`src/rtl/pipe_skid_reg.sv`:
```
// ============================================================================
// Module      : pipe_skid_reg
// Description : Ready/valid pipeline register carrying NUM_CH channels as one
//               entry. Define PIPE_SKID_REG_SKID_EN for the two-entry skid
//               variant, which removes the combinational out_ready->in_ready path.
// Revision    : 1.0 - initial release
// ============================================================================
`default_nettype none

module pipe_skid_reg #(
  parameter int               WIDTH     = 32,
  parameter int               NUM_CH    = 2,
  parameter logic [WIDTH-1:0] RESET_VAL = '0
) (
  input  logic                          CLK,
  input  logic                          Reset,
  input  logic                          Flush,
  input  logic                          in_valid,
  output logic                          in_ready,
  input  logic [NUM_CH-1:0][WIDTH-1:0]  d,
  output logic                          out_valid,
  input  logic                          out_ready,
  output logic [NUM_CH-1:0][WIDTH-1:0]  q,
  output logic [1:0]                    occupancy
);

  typedef enum logic [1:0] {
    EMPTY = 2'd0,
    FULL  = 2'd1,
    SKID  = 2'd2
  } state_t;

  state_t                         state;
  state_t                         state_nx;
  logic                           load_main;
  logic [NUM_CH-1:0][WIDTH-1:0]   main_q;

`ifdef PIPE_SKID_REG_SKID_EN
  logic                           load_skid;
  logic                           pop_skid;
  logic [NUM_CH-1:0][WIDTH-1:0]   skid_q;
`endif

  // Next-state and register-load decode; Flush overrides every handshake.
  always_comb begin
    state_nx  = state;
    load_main = 1'b0;
`ifdef PIPE_SKID_REG_SKID_EN
    load_skid = 1'b0;
    pop_skid  = 1'b0;
`endif
    if (Flush) begin
      state_nx = EMPTY;
    end else begin
      case (state)
        EMPTY: begin
          if (in_valid) begin
            load_main = 1'b1;
            state_nx  = FULL;
          end
        end
        FULL: begin
`ifdef PIPE_SKID_REG_SKID_EN
          if (in_valid && out_ready) begin
            load_main = 1'b1;
          end else if (in_valid) begin
            load_skid = 1'b1;
            state_nx  = SKID;
          end else if (out_ready) begin
            state_nx  = EMPTY;
          end
`else
          if (in_valid && out_ready) begin
            load_main = 1'b1;
          end else if (out_ready) begin
            state_nx  = EMPTY;
          end
`endif
        end
`ifdef PIPE_SKID_REG_SKID_EN
        SKID: begin
          if (out_ready) begin
            pop_skid = 1'b1;
            state_nx = FULL;
          end
        end
`endif
        default: state_nx = EMPTY;
      endcase
    end
  end

  always_ff @(posedge CLK) begin
    if (Reset) begin
      state <= EMPTY;
      for (int i = 0; i < NUM_CH; i++) begin
        main_q[i] <= RESET_VAL;
      end
    end else begin
      state <= state_nx;
      if (load_main) begin
        main_q <= d;
      end
`ifdef PIPE_SKID_REG_SKID_EN
      else if (pop_skid) begin
        main_q <= skid_q;
      end
`endif
    end
  end

`ifdef PIPE_SKID_REG_SKID_EN
  always_ff @(posedge CLK) begin
    if (Reset) begin
      for (int i = 0; i < NUM_CH; i++) begin
        skid_q[i] <= RESET_VAL;
      end
    end else if (load_skid) begin
      skid_q <= d;
    end
  end

  // Registered-only ready: depends on state, never on out_ready.
  assign in_ready = (state != SKID) && !Reset;
`else
  assign in_ready = (!out_valid || out_ready) && !Reset;
`endif

  assign out_valid = (state != EMPTY);
  assign q         = main_q;
  assign occupancy = (state == SKID) ? 2'd2 :
                     (state == FULL) ? 2'd1 : 2'd0;

endmodule

`default_nettype wire
```
`config.mk`:
```
export PLATFORM = sky130hd
export DESIGN_NAME = pipe_skid_reg
export DESIGN_NICKNAME = d
export VERILOG_FILES = /design/src/rtl/pipe_skid_reg.sv
export SDC_FILE = /design/constraint.sdc
export NUM_CORES = 1
export LEC_CHECK = 0
export ABC_AREA = 1
export CAP_MARGIN = 0
export CELL_PAD_IN_SITES_DETAIL_PLACEMENT = 2
export CELL_PAD_IN_SITES_GLOBAL_PLACEMENT = 2
export CORE_ASPECT_RATIO = 0.7
export CORE_MARGIN = 2
export CORE_UTILIZATION = 23
export CTS_CLUSTER_DIAMETER = 120
export DETAILED_ROUTE_END_ITERATION = 10
export GPL_ROUTABILITY_DRIVEN = 0
export PLACE_DENSITY_LB_ADDON = 0.3
export SLEW_MARGIN = 20
export SYNTH_ARGS = -nofsm -noshare
export SYNTH_HDL_FRONTEND = slang
export SYNTH_SLANG_ARGS = --single-unit
```
`constraint.sdc`:
```
create_clock -name CLK -period 3.3 [get_ports CLK]
set_clock_uncertainty 0.15 [all_clocks]
set_input_delay 0.495 -clock CLK [delete_from_list [all_inputs] [get_ports CLK]]
set_output_delay 0.495 -clock CLK [all_outputs]
set_load 0.01 [all_outputs]
```
# [Word level (Yosys, flattened, before mapping)]
# Cells that the tools add are included.
[totals] reg_bits=66 input_bits=69 out_inout_bits=68 wordCells=27
[classes] n_eq_ne=5 muxes=10 n_reduce_logical=9
[ops] operator="2-bit 2-to-1 mux" n=4
[ops] operator="2-bit != test, second input constant" n=3
[ops] operator="1-bit 2-to-1 mux" n=4
[ops] operator="2-bit one-hot mux with 2 select lines" n=1
[ops] operator="3-bit AND reduction" n=1
[ops] operator="2-bit by 1-bit equality test with 1-bit output, second input constant" n=1
[ops] operator="2-bit equality test, second input constant" n=1
[ops] operator="1-bit logical AND" n=2
[ops] operator="1-bit logical NOT" n=2
[ops] operator="2-bit logical NOT" n=1
[ops] operator="1-bit one-hot mux with 2 select lines" n=1
[ops] operator="2-bit nonzero test" n=1
[ops] operator="2-bit OR reduction" n=1
[ops] operator="1-bit logical OR" n=1

# [Depth between registers and ports, before layout]
[logic_depth] word_depth=4 ltp_mapped=7 mapped_depth_nobuf=5

# [Least setup slack after synthesis]
# OpenSTA, ideal clock, no wires.
[synth_path] kind="input port to flip-flop" start="input port out_ready" end="register main_q (netlist bit q[22])" setup_ns=0.115 t_arrival_ns=1.132 required_ns=3.035 slack_ns=1.903 stages=6 path_buffers=2 cell_sequence="inv_1 -> nand2_1 -> buf_4 -> buf_4 -> a21oi_1 -> nor2_1"
[synth_between] elab_chain_cells=4
[synth_rtl] element="from (decl)" line_no="22" rtl="input logic out_ready,"
[synth_rtl] element="1-bit logical AND" line_no="73" rtl="if (in_valid && out_ready) begin"
[synth_rtl] element="1-bit 2-to-1 mux" line_no="73"
[synth_rtl] element="1-bit one-hot mux with 2 select lines" line_no="55" rtl="case (state)"
[synth_rtl] element="1-bit 2-to-1 mux" line_no="52" rtl="if (Flush) begin"
[synth_rtl] element="to (signal, indexed assignment)" line_no="97" rtl="main_q[i] <= RESET_VAL;"
[synth_rtl] element="to (signal assigned)" line_no="102" rtl="main_q <= d;"
[synth_rtl] element="to (decl)" line_no="36" rtl="logic [NUM_CH-1:0][WIDTH-1:0] main_q;"
# No other way between the ends.
# A chain may end at the register's enable or synchronous reset.

# [Worst setup path in the final report]
[layout_path] start="input port out_ready" end="output port in_ready"
[layout_between] elab_chain_cells=2
[layout_rtl] element="1-bit logical OR" line_no="126" rtl="assign in_ready = (!out_valid || out_ready) && !Reset;"
[layout_rtl] element="1-bit logical AND" line_no="126"
[layout_rtl] element="to (decl)" line_no="19" rtl="output logic in_ready,"
# No other way between the ends.

==> qor.yml <==
global_route:
  overflow: 0
  antenna_found_initial: 0
  grt_pass1_wl_mm: 16.69
  grt_pass1_vias: 3385
  grtUsageTotal: 0.1486
  grt_max_degree: 129
place:
  port_buffers: 135
  hpwl_mm: 6.843
synth:
  synthesis.nets: 499
  yosysTopAreaCellShare: 0.4308
  ys_ff_latch: 65
  ys_seq_area_frac: 0.4308
  synth_top_cell_by_area: "dfxtp_1"
  syn_area_per_cell_um2: 7.024
  synth_edf_count: 0
  ys_types: 15
  ys_async_sr_fraction: 0
  ys_top_cells_by_area: "dfxtp_1 (43%), nand3_1 (11%), a21oi_1 (9.3%), inv_1 (8.1%), nand2_1 (8.1%)"
  synth_area_mm2: 0.003020
  ys_warn_count: 0
  synth_flop_cell: "dfxtp_1"
  synth_cells: 430
  synth_common_cells: "dfxtp_1 (65), inv_1 (65), nand2_1 (65)"
routing:
  drtPass1Iterations: 3
  route.detailed.drc: 0
  routedWlPerCell_um: 14.11
  vias: 3133
  drtAntennaViolNets: 0
  wirelength_mm: 10.02
  avgViaCountPerCell: 4.413
  drt_iter0_drc: 105
timing:
  rsz0062_at_grt: "no"
  setup_viol: 0
  worstMarginPinSlew_ps: 589.6
  fin_crit_sh: 0.7097
  final_hold_viol_count: 0
  fin_tns_setup_ps: 0
  slew_headroom: 0.6070
  period_minus_slack_ps: 2342
  drv_slew: 0
  max_freq_ghz: 0.4270
run_status:
  outcome: "finished clean"
floorplanning:
  ios: 137
  die_x_um: 141.0
  die_area_mm2: 0.01408
  fp.coreArea_mm2: 0.01263
  rows: 34
  die_h_um: 99.88
  start_util: 0.2391
hold_path:
  hp-start: "q[9]"
  hold_depth: 2
  hp-class: "reg2reg"
  holdPathEnd: "q[9]"
worst_setup_path:
  cp_max_fo: 3
  crit_path_start_kind: "input port"
  critPathKind: "in2out"
  critical_path_required_ps: 2650
  rr_worst_depth: 5
  reg2reg_to: "q[27]"
  arrival_ps: 1700
  end_kind: "output port"
  reg2reg_from: "state[0]"
  regToRegSetupSlack_ps: 1660
cells_and_area:
  drive_gt1_frac: 0.05839
  antenna_cells: 0
  nets: 613
  synthToLayoutAreaGrowth_pct: 54.64
clock_network:
  cts_tree: "yes"
  cts-htree-levels: 3
  post_cts_resized: 0
  path_clk_slew_ps: 50
  cts.sinks: 65
  post_cts_buffers: 0
  cts_hold_buf: 0
  cts_root_buf: "clkbuf_16"
  cts_buffers: 9
  clk_latency_ps: 320
  clockBufferDepth: 2
power_and_ir_drop:
  p_per_area_mw_per_mm2: 477.2
  vdd_ir_drop_max_mv: 0.2231
  power.total_mw: 2.229
  p_leak_nw: 2.099
flow_run:
  maxCapViolations: 0
final cells by class:
cell class	count	area, um^2
fillers	1458	7964
repair buffers	139	1419
clock buffers	12	256.5
flip-flops and latches	65	1301
well taps	162	202.7
multi-input cells	262	1200
inverters	67	251.5
clock inverters	3	40.04
how the worst max path moves through the flow:
| stage | startpoint | endpoint | slack (ps) | cells after the start |
|---|---|---|---|---|
| floorplan | out_ready | q[22] | 1900 | 6 |
| global placement | out_ready | in_ready | 950 | 4 |
| detailed placement | out_ready | in_ready | 940 | 4 |
| CTS | out_ready | in_ready | 940 | 4 |
| global route | out_ready | in_ready | 890 | 4 |
| finish | out_ready | in_ready | 960 | 4 |
logic make-up (layout without fill, tap and decap cells):
| group | count (synthesis) | after routing | share of synthesized area |
|---|---|---|---|
| buffers and inverters | 103 | 221 | 0.1744 |
| AOI/OAI and AO/OA | 66 | 66 | 0.1218 |
| DFF | 65 | 65 | 0.4308 |
| other | 1 | 1 | 0.001242 |
| and+or+nand+nor | 195 | 195 | 0.2717 |
metrics by stage:
step	hold slack, ps	instances	cell area (um^2)	util	worst slack, ps
finish	329.0	710	4671	0.3697	957.9
global route	358.1	710	4671	0.3697	895.0
CTS	334.9	710	4671	0.3697	943.3
detailed placement	321.9	695	4374	0.3462	942.5
global placement	311.1	695	4374	0.3462	945.8
floorplan	362.8	430	3020	-	1903
worst max-delay path, stage by stage:
cell             delay [ps]
clkdlybuf4s50_1         450
inv_1                    80
a21oi_1                 130
clkdlybuf4s50_1         550
flip-flops by register name (all words and copies together), names as in the netlist:
name   count
q         64
state      1
routing by layer:
layer | vias to the layer above | part of all wire | wire, um | global-route usage
met1 | 1480 | 0.45 | 4522 | 0.1794
met2 | 91 | 0.44 | 4439 | 0.2383
li1 | 1551 | - | - | -
met5 | - | 0 | 0 | 0
met3 | 11 | 0.097 | 970 | 0.07395
met4 | 0 | 0.0085 | 85 | 0.03692
cells in the final DEF (no fill, tap or decap), types with 2 or more instances in the layout:
cell and n:
buf_12 3, inv_1 65, nand3_1 64, a21oi_2 10, clkdlybuf4s50_1 135, inv_2 2, nor2_1 64, clkbuf_8 2
clkbuf_16 9, nand2_1 64, a21oi_1 56, clkinv_2 2, dfxtp_1 65
power by group:
part	internal [mW]	switching, mW	total [mW]
clock network	0.619	0.332	0.951
registers	0.840	0.0312	0.871
logic	0.223	0.183	0.406
total	1.68	0.546	2.23
Power figures use the tool's default switching activity.
==> variant, RTL diff (same settings) <==
Set the parameter `WIDTH` to 16 (it was 32).
--- a/src/rtl/pipe_skid_reg.sv
+++ b/src/rtl/pipe_skid_reg.sv
@@ -8,7 +8,7 @@
 `default_nettype none
 
 module pipe_skid_reg #(
-  parameter int               WIDTH     = 32,
+  parameter int               WIDTH     = 16,
   parameter int               NUM_CH    = 2,
   parameter logic [WIDTH-1:0] RESET_VAL = '0
 ) (
Ports: changed (resized d and q); port bits go from 137 to 73. The function was not compared with the original's and may differ.
==> variant against the original RTL <==
  * Worst setup slack improved by 0.012 ns
  * Synthesized cell count fell by 49%
  * Largest power group is now sequential cells
  * Critical endpoint unchanged
  * Sequential cell count fell by 32
  * Global-route usage fell by 2.4 points
  * Die area fell by 47%
  * Critical path type unchanged
  * Area after synthesis fell by 49%
  * Cell area fell by 50%
  * Hold slack improved by 0.0039 ns
  * Wire length fell by 54%
  * Total power fell by 55%
  * Highest routed layer unchanged
==> variant: results (changes against the original RTL) <==
* Num CTS Buffers at 5 (-4)
* YS warnings at 0 (unchanged)
* FILL cells at 794 (-46%)
* Wirelength, routed at 4.563 mm (-54%)
* Clk_lat worst skew at 0.27 ns (-0.05 ns)
* Global route overflow at 0 (unchanged)
* Drt wl/cell at 12.10 microns (-14%)
* Status: finished clean
* Seq/Total Area, Yosys at 0.4251 (-0.005699)
* Mux cell area share after synthesis at 0 (unchanged)
* Slew @ Worst Pin at 0.8287 ns (+0.2392 ns)
* Leak at 1.060 nW (-50%)
* Root buffer cell: clkbuf_8
* Post-CTS Setup Bufs at 0 (unchanged)
* Max FO, Critical Path at 3 (unchanged)
* Post-synthesis xor/xnor area fraction at 0 (unchanged)
* I/O Buffers at 71 (-47%)
* Synth cell count leaders: 34 x a21oi_1, 34 x inv_1, 33 x dfxtp_1
* ANT cells at 0 (unchanged)
* Peak supply drop at 0.1463 mV (-34%)
* Largest register FFs at 32 (-50%)
* Final net count at 320 (-48%)
* Synth Area in Compound Gates at 0.1095 (-0.01229)
* Largest net degree at the start of global routing at 65 (-50%)
* First-pass GRT wire length at 7.251 mm (-57%)
* Post-CTS Hold Buffers at 0 (unchanged)
* Worst hold path type: reg -> reg
* Clock-pin slew on the worst setup and hold paths at 0.07 ns (+0.02 ns)
* Place WS at 0.8924 ns (-0.05013 ns)
* Via count at 1592 (-49%)
* PostCTS Resize Cnt at 0 (unchanged)
* Htree depth at 2 (-1)
* Initial antenna violation count at 0 (unchanged)
* Mapped Cells at 219 (-49%)
* Synthesized-area fraction occupied by adder cells at 0 (unchanged)
* Distinct cells, synth at 15 (unchanged)
* Pre-Repair DR Iteration Count at 4 (+1)
* Detailed Place HPWL at 3.187 mm (-53%)
* Async SR Flop Fraction at 0 (unchanged)
* Inst Count DP at 370 (-47%)
* Initial DRC Count at 20 (-81%)
* Mapped Nets at 256 (-49%)
* Area contributors post-synth: dfxtp_1 43%, a21oi_1 11%, nand3_1 10%
* Number of global-route vias before repair at 1532 (-55%)
* Layout cell share with drive strength beyond 1 at 0.04594 (-0.01246)
* CTS Buffer Depth at 2 (unchanged)
* Tot GR Track Use at 0.1245 (-0.02412)
-- variant: per-layer routing --
layer  GRT usage  wire, microns
met2      0.1974           2047
met5           0              0
met4     0.03111             38
met1      0.1701           2259
met3     0.03161            216
-- variant: critical path, stage by stage --
cell,delay [ns]
clkdlybuf4s50_1,0.46
inv_1,0.06
a21oi_1,0.12
clkdlybuf4s50_1,0.55
-- variant: worst paths after layout --
path                            depth (start not counted)  slack (ns)      start       end
worst max-delay path                                    4        0.97  out_ready  in_ready
worst min-delay path                                    2        0.33      q[29]     q[29]
worst max register to register                          5        1.59   state[0]     q[24]
worst min register to register                          2        0.33      q[29]     q[29]
-- variant: area by class of cell --
type	instances	share of cell area
Timing Repair Buffer	74	0.3117
Sequential cell	33	0.2809
Multi-Input combinational cell	134	0.2574
Inverter	35	0.05585
Tap cell	94	0.05000
Clock buffer	5	0.02926
Clock inverter	2	0.01489
-- variant: power by group --
group	internal [W]	switching, W
Combinational	0.000114	0.0000897
Clock	0.000220	0.000146
Sequential	0.000426	0.0000147
Total	0.000759	0.000251
-- variant: cells by family (layout without fill, tap and decap cells) --
group,after synthesis,in the layout
flops,33,33
buf+inv,52,116
compound gates,34,34
other cells,1,1
simple gates,99,99
-- variant: stage by stage --
| stage | cell area (sq um) | hold slack (ns) |
|---|---|---|
| after floorplan | 1554 | 0.3682 |
| after global placement | 2248 | 0.3122 |
| after detailed placement | 2248 | 0.3201 |
| after CTS | 2352 | 0.3397 |
| after global routing | 2352 | 0.3718 |
| final | 2352 | 0.3329 |
